### config.mk
export PLATFORM = sky130hd
export DESIGN_NAME = hazard_ctrl
export DESIGN_NICKNAME = d
export VERILOG_FILES = /design/src/rtl/pipe_pkg.sv /design/src/rtl/md_busy_timer.sv /design/src/rtl/hazard_ctrl.sv
export SDC_FILE = /design/constraint.sdc
export NUM_CORES = 1
export LEC_CHECK = 0
export ABC_AREA = 1
export BUFFER_PORTS_ARGS = -buffer_cell sky130_fd_sc_hd__buf_2
export CORE_MARGIN = 3
export CORE_UTILIZATION = 47
export CTS_CLUSTER_SIZE = 28
export DETAILED_ROUTE_END_ITERATION = 10
export PLACE_DENSITY = 0.82
export SLEW_MARGIN = 20
export SYNTH_ARGS = -nofsm -noshare
export SYNTH_HDL_FRONTEND = slang
export SYNTH_SLANG_ARGS = --single-unit
### constraint.sdc
create_clock -name clk -period 3 [get_ports clk]
set_input_delay 0.45 -clock clk [delete_from_list [all_inputs] [get_ports clk]]
set_output_delay 0.45 -clock clk [all_outputs]
set_load 0.01 [all_outputs]
### src/rtl/pipe_pkg.sv
// Shared pipeline definitions for the 5-stage core.
// Contents: IF/ID flush codes, NOP opcode, zero-register index and the
// mult/div busy-timer state encoding.
package pipe_pkg;

  localparam logic [1:0] FLUSH_NONE   = 2'b00;
  localparam logic [1:0] FLUSH_JUMP   = 2'b01;
  localparam logic [1:0] FLUSH_BRANCH = 2'b10;

  localparam logic [5:0] OP_NOP   = 6'b111111;
  localparam logic [4:0] REG_ZERO = 5'd0;

  typedef enum logic {
    MD_IDLE,
    MD_BUSY
  } md_state_e;

endpackage

### src/rtl/md_busy_timer.sv
// Mult/div busy timer: tracks how long HI/LO stay invalid after a
// mult/div issues.
// Ports:
//   clk, rst   clock, asynchronous active-high reset
//   start      mult/div issues this cycle (only honoured in IDLE)
//   busy       HI/LO result pending
//
// state   | meaning
// --------+-------------------------------------------------------
// MD_IDLE | no mult/div in flight, HI/LO valid
// MD_BUSY | mult/div in flight, countdown running toward 0
module md_busy_timer #(
  parameter int MD_LATENCY = 8
) (
  input  logic clk,
  input  logic rst,
  input  logic start,
  output logic busy
);
  import pipe_pkg::*;

  localparam int TW = $clog2(MD_LATENCY);
  localparam logic [TW-1:0] CNT_LOAD = TW'(MD_LATENCY - 1);
  localparam logic [TW-1:0] CNT_ONE  = TW'(1);

  md_state_e     state_q, state_d;
  logic [TW-1:0] cnt_q, cnt_d;

  always_ff @(posedge clk or posedge rst) begin
    if (rst) begin
      state_q <= MD_IDLE;
      cnt_q   <= '0;
    end else begin
      state_q <= state_d;
      cnt_q   <= cnt_d;
    end
  end

  // The issue cycle counts as the first latency cycle, so BUSY lasts
  // MD_LATENCY-1 cycles and HI/LO are usable at issue+MD_LATENCY.
  always_comb begin
    state_d = state_q;
    cnt_d   = cnt_q;
    case (state_q)
      MD_IDLE: begin
        if (start) begin
          state_d = MD_BUSY;
          cnt_d   = CNT_LOAD;
        end
      end
      MD_BUSY: begin
        cnt_d = cnt_q - CNT_ONE;
        if (cnt_q == CNT_ONE) state_d = MD_IDLE;
      end
      default: begin
        state_d = MD_IDLE;
        cnt_d   = '0;
      end
    endcase
  end

  assign busy = (state_q == MD_BUSY);

endmodule

### src/rtl/hazard_ctrl.sv
// Pipeline hazard and flush controller.
// Resolves load-use hazards, HI/LO dependencies on the mult/div unit and
// control redirects (jumps in ID, taken branches in EX).
// Ports:
//   clk, rst            clock, asynchronous active-high reset
//   id_rs, id_rt        source fields of the ID instruction
//   id_uses_rt          ID instruction reads rt
//   id_jump             ID instruction is j/jal/jr
//   id_md_start         ID instruction is mult/div
//   id_reads_hilo       ID instruction is mfhi/mflo
//   ex_mem_read, ex_rt  EX instruction is a load and its destination
//   ex_branch_taken     EX branch resolved taken
//   pc_write_en         PC may update
//   freeze              hold IF/ID
//   flush               IF/ID kill code (none/jump/branch)
//   idex_bubble         insert NOP into ID/EX
//   md_busy             mult/div result pending
//   stall_cycles        saturating count of frozen cycles
module hazard_ctrl #(
  parameter int MD_LATENCY = 8,
  parameter int CNT_W      = 16
) (
  input  logic             clk,
  input  logic             rst,
  input  logic [4:0]       id_rs,
  input  logic [4:0]       id_rt,
  input  logic             id_uses_rt,
  input  logic             id_jump,
  input  logic             id_md_start,
  input  logic             id_reads_hilo,
  input  logic             ex_mem_read,
  input  logic [4:0]       ex_rt,
  input  logic             ex_branch_taken,
  output logic             pc_write_en,
  output logic             freeze,
  output logic [1:0]       flush,
  output logic             idex_bubble,
  output logic             md_busy,
  output logic [CNT_W-1:0] stall_cycles
);
  import pipe_pkg::*;

  logic             load_use;
  logic             md_hazard;
  logic             md_issue;
  logic [CNT_W-1:0] stall_q, stall_d;

  assign load_use = ex_mem_read && (ex_rt != REG_ZERO) &&
                    ((ex_rt == id_rs) || (id_uses_rt && (ex_rt == id_rt)));
  assign md_hazard = md_busy && (id_reads_hilo || id_md_start);

  // A mult/div only issues if the ID instruction is neither killed by a
  // branch nor held by a stall.
  assign md_issue = id_md_start && !ex_branch_taken && !load_use && !md_hazard;

  md_busy_timer #(
    .MD_LATENCY(MD_LATENCY)
  ) u_md_busy_timer (
    .clk  (clk),
    .rst  (rst),
    .start(md_issue),
    .busy (md_busy)
  );

  // Branch outranks stalls so that freeze and flush are never active
  // together; a flush during freeze would be dropped by IF/ID.
  always_comb begin
    pc_write_en = 1'b1;
    freeze      = 1'b0;
    flush       = FLUSH_NONE;
    idex_bubble = 1'b0;
    if (rst) begin
      pc_write_en = 1'b0;
      idex_bubble = 1'b1;
    end else if (ex_branch_taken) begin
      flush       = FLUSH_BRANCH;
      idex_bubble = 1'b1;
    end else if (load_use || md_hazard) begin
      freeze      = 1'b1;
      pc_write_en = 1'b0;
      idex_bubble = 1'b1;
    end else if (id_jump) begin
      flush = FLUSH_JUMP;
    end
  end

  always_comb begin
    stall_d = stall_q;
    if (freeze && !(&stall_q)) stall_d = stall_q + CNT_W'(1);
  end

  always_ff @(posedge clk or posedge rst) begin
    if (rst) stall_q <= '0;
    else     stall_q <= stall_d;
  end

  assign stall_cycles = stall_q;

endmodule
-- Yosys cells after proc, flatten, opt, wreduce, memory -nomap -nowiden
Index checks and enable logic that the tools add are counted.
- logic and storage cells: 44
- register bits: 20
- output and inout port bits: 22
- multiplexer cells: 17
- $add $sub $neg: 2
- bitwise operators: 1
- equal/unequal tests: 4
- reduce and logical (&&, ||, !) cells: 17
- operators by type and width (kind ; number):
    $add 16x1->16 const B ; 1
    $reduce_and 16->1 ; 1
    $mux 1 ; 12
    $eq 5x5->1 ; 2
    $logic_and 1x1->1 ; 8
    $pmux 3 s2 ; 1
    $reduce_bool 5->1 ; 1
    $logic_not 1->1 ; 4
    $mux 2 ; 2
    $eq 3x1->1 const B ; 1
    $logic_or 1x1->1 ; 3
    $mux 3 ; 1
    $sub 3x1->3 const B ; 1
    $ne 2x2->1 const B ; 1
    $pmux 1 s2 ; 1
    $not 1->1 ; 1

-- Longest topological paths before layout
- depth after elaboration: 9
- depth in mapped cells: 12
- depth with buffers taken out: 12

-- Cells and area by module
A second synthesis with hierarchy kept.
- cell total of the unflattened synthesis: 231
- area, all modules: 1497.7 µm²
- modules (own cells, without submodules) (module ; times used ; sequential area each (µm²) ; area an instance (µm²) ; cells each):
    hazard_ctrl ; 1 ; 400.4 ; 1296.2 ; 206
    md_busy_timer ; 1 ; 100.1 ; 201.4 ; 25

-- Worst setup path after synthesis
No wires, ideal clock.
- path kind: input -> output
- start point: in id_md_start
- end point: out flush[0]
- buffers on the path: 0
- stages: 3
- slack: 1.132 ns
- data arrival time: 1.418 ns
- path through: o21ai_0 -> nand4_1 -> nor2_1
- longest elaborated chain between the ends: 6
- ends and longest elaborated chain (element ; RTL line ; RTL):
    start: declaration ; hazard_ctrl.sv:29 ; input logic id_md_start,
    $logic_or 1x1->1 ; hazard_ctrl.sv:50 ; assign md_hazard = md_busy && (id_reads_hilo || id_md_start);
    $logic_and 1x1->1 ; hazard_ctrl.sv:50 ;
    $logic_or 1x1->1 ; hazard_ctrl.sv:78 ; end else if (load_use || md_hazard) begin
    $mux 1 ; hazard_ctrl.sv:78 ;
    $mux 2 ; hazard_ctrl.sv:75 ; end else if (ex_branch_taken) begin
    $mux 2 ; hazard_ctrl.sv:72 ; if (rst) begin
    end: declaration ; hazard_ctrl.sv:36 ; output logic [1:0] flush,
No other way between the ends.

-- Worst setup path in the final report
- start point: reg u_md_busy_timer.state_q (netlist: u_md_busy_timer.busy)
- end point: out pc_write_en
- longest elaborated chain between the ends: 5
- ends and longest elaborated chain (element ; RTL line ; RTL):
    start: declaration ; md_busy_timer.sv:26 ; md_state_e state_q, state_d;
    start signal: assignment ; md_busy_timer.sv:34 ; state_q <= state_d;
    $logic_and 1x1->1 ; hazard_ctrl.sv:50 ;
    $logic_or 1x1->1 ; hazard_ctrl.sv:78 ;
    $mux 1 ; hazard_ctrl.sv:78 ;
    $mux 1 ; hazard_ctrl.sv:75 ;
    $mux 1 ; hazard_ctrl.sv:72 ;
    end: declaration ; hazard_ctrl.sv:34 ; output logic pc_write_en,
No other way between the ends.

==> impl_results.md <==
* Chip Height at 62.55 µm
* Crit share post-route at 73.46%
* Vias at 1587
* Maximum clock frequency at 453.8 MHz
* DR vias/cell at 5.038
* Total track usage at 19.64%
* GRT overflow at 0
* Drc violations at 0
* Clock Sinks at 20
* Tmin final at 2.204 ns
* Clk root buf: clkbuf_4
* Number of diodes at 0
* Crit path kind: reg2out
* Final nets at 300
* Non-filler cells, final at 315
* Worst-path clk slew at 0.11 ns
* Post-DP HPWL at 2.723 mm
* CTS tree: done
* Post-route ant nets at 0
* Max stage delay cell, worst path: a21oi_4
* Core box area at 2900 µm²
* Hold WC Path Type: in2async
* Area of the multi-input gates at 838.3 µm²
* CP max stage delay at 0.49 ns
* P&R area growth vs syn at 19.40%
* Register area share after synthesis at 33.31%
* # resized after CTS at 0
* Finish-stage setup viols at 0
* Vias in the first global route at 1465
* I/O Buffers at 44
* CP arrival at 1.75 ns
* Drt initial violations at 64
* Peak supply drop at 0.3563 mV
* Dpl cells at 311
* Cell count after synthesis at 228
* Worst Skew at 0.002561 ns
* Post-CTS Setup Inserts at 0
* Fin util at 61.86%
* CP cell instances: o21ai_0 > a21oi_4 > nor2_1 > buf_2
* Largest net degree at the start of global routing at 24
* Crit Path Max Fanout at 16
* Placer Congestion at 0.8454
* Initial cell density of the core at 51.81%
* Row count at 19
* Avg Cell Area, Syn at 6.591 µm²
* Die area at 3912 µm²
* Register area at 500.5 µm²
* Hold buffer count at CTS at 0
* Warnings from Yosys at 0
* Synth area leaders: dfrtp_1, nand2_1, nand4_1, inv_1, nor2_1
* Max_cap viols at 0
* Final WS setup at 0.7962 ns
* Post-route design area at 1794 µm²
* Register bit total from synthesis at 20
* Fillers at 285
* Initial antenna violation count at 0
* Pre-Repair DR Iteration Count at 4
* Post-synth top area cell: dfrtp_1
* Share of layout cells above drive strength 1 at 21.98%
* Yosys top cell area share at 33.31%
* Dpl ws at 0.8443 ns
* Clock latency on the worst-skew pair at 0.30 ns
* CTS buffer count at 3
* Setup TNS at 0 ns
* Max-slew violation count at 0
* Synthesized Nets at 254
* Cell Pwr Density at 484.2 nW/µm²
* Final Hold Viols at 0
* WP data required at 2.55 ns
* Unrepaired setup endpoints after global routing: no
* Clock Tree Buf Depth at 2
* Worst setup EP type: primary output
* Slew @ Worst Pin at 0.6852 ns
* H-tree lvl count at 1
* I/O pin cnt at 45
* Status: complete, no violations
* First-pass GRT wire length at 6.458 mm
* Mapped Area at 1503 µm²
* Max-slew headroom at 53.84%
* DRT Wirelength at 3.520 mm
* Die X at 62.55 µm
* Leakage power at 0.001047 µW
* Placement Cell Area at 1758 µm²
* WL/cell at 11.17 µm
* Setup crit start kind: flip-flop
* Yosys cell types at 25
-- through the flow --
| stage | hold WS (ns) | power [µW] |
|---|---|---|
| after floorplan | 0.4755 | 615.4 |
| after global placement | 0.4882 | 704.1 |
| after detailed placement | 0.5015 | 718.9 |
| after CTS | 0.1628 | 876.4 |
| after global routing | 0.1726 | 955.1 |
| final | 0.1769 | 868.7 |
-- report_power, final --
| part | leakage, µW | switching, µW | total, µW | internal (µW) |
|---|---|---|---|---|
| clock | 0.0000210 | 82.8 | 157 | 74.1 |
| combinational | 0.000761 | 210 | 338 | 128 |
| sequential | 0.000264 | 52.1 | 374 | 322 |
-- synth_stat cells, drive strengths merged --
library cell  instances
a21oi                 2
buf                   3
clkbuf                1
clkinv                1
dfrtp                20
ha                    3
inv                  36
nand2                88
nand3                10
nand3b                1
nand4                29
nor2                 19
nor3                  5
o21ai                 2
or2                   1
xnor2                 2
xor2                  5
-- metal layers --
| metal | routed length [µm] | up-vias | GRT usage, % |
|---|---|---|---|
| met5 | 0 | - | 0 |
| met4 | 12 | 0 | 4.959 |
| met3 | 163 | 2 | 3.777 |
| met2 | 1799 | 36 | 33.69 |
| met1 | 1544 | 727 | 25.31 |
| li1 | - | 822 | - |
-- placed cells by master (no fill, tap or decap), drive strengths merged --
master and n:
o21ai 2, clkinv 1, dfrtp 20, nor3 5, a21oi 2, nand3 10
or2 1, nand4 29, xor2 5, nand3b 1, ha 3, buf 45
xnor2 2, nor2 19, clkbuf 4, nand2 88, inv 36
-- path summary, 6_finish.rpt --
kind | from | to | slack (ns) | cells after the start
hold / removal | rst | stall_cycles[8]$_DFFE_PP0P_ | 0.18 | 2
hold reg to reg | stall_cycles[15]$_DFFE_PP0P_ | stall_cycles[15]$_DFFE_PP0P_ | 0.52 | 2
setup / recovery | u_md_busy_timer.busy$_DFF_PP0_ | pc_write_en | 0.80 | 4
setup reg to reg | stall_cycles[0]$_DFFE_PP0P_ | stall_cycles[8]$_DFFE_PP0P_ | 1.16 | 9
min in group clk | rst | stall_cycles[2]$_DFFE_PP0P_ | 0.45 | 4
max in group asynchronous | rst | stall_cycles[3]$_DFFE_PP0P_ | 2.19 | 3
-- worst max-delay path: cells and delay by family (launching register included) --
kind	cells	cell delay (ns)
and+or+nand+nor	1	0.07
DFF	1	0.45
buffers and inverters	1	0.15
AOI/OAI and AO/OA	2	0.78
-- flip-flops by register name (all words and copies together) (netlist names) --
name / cells
u_md_busy_timer.busy: 1
u_md_busy_timer.cnt_q: 3
stall_cycles: 16
-- kinds of logic after synthesis --
| logic type | Yosys count | share of synthesized area, % |
|---|---|---|
| fa+ha+maj | 3 | 2.498 |
| simple gates | 153 | 47.13 |
| buf+inv | 41 | 10.91 |
| xor+xnor | 7 | 4.080 |
| flops | 20 | 33.31 |
| compound gates | 4 | 2.082 |
-- area by class of cell --
| type | instances | area share (%) |
|---|---|---|
| tap | 42 | 2.929 |
| timing repair buffer | 45 | 12.69 |
| sequential | 20 | 27.89 |
| inverter | 37 | 7.741 |
| clock buffer | 4 | 2.022 |
| multi-input combinational | 167 | 46.72 |
Note: power is estimated with default switching activity, not from simulation.
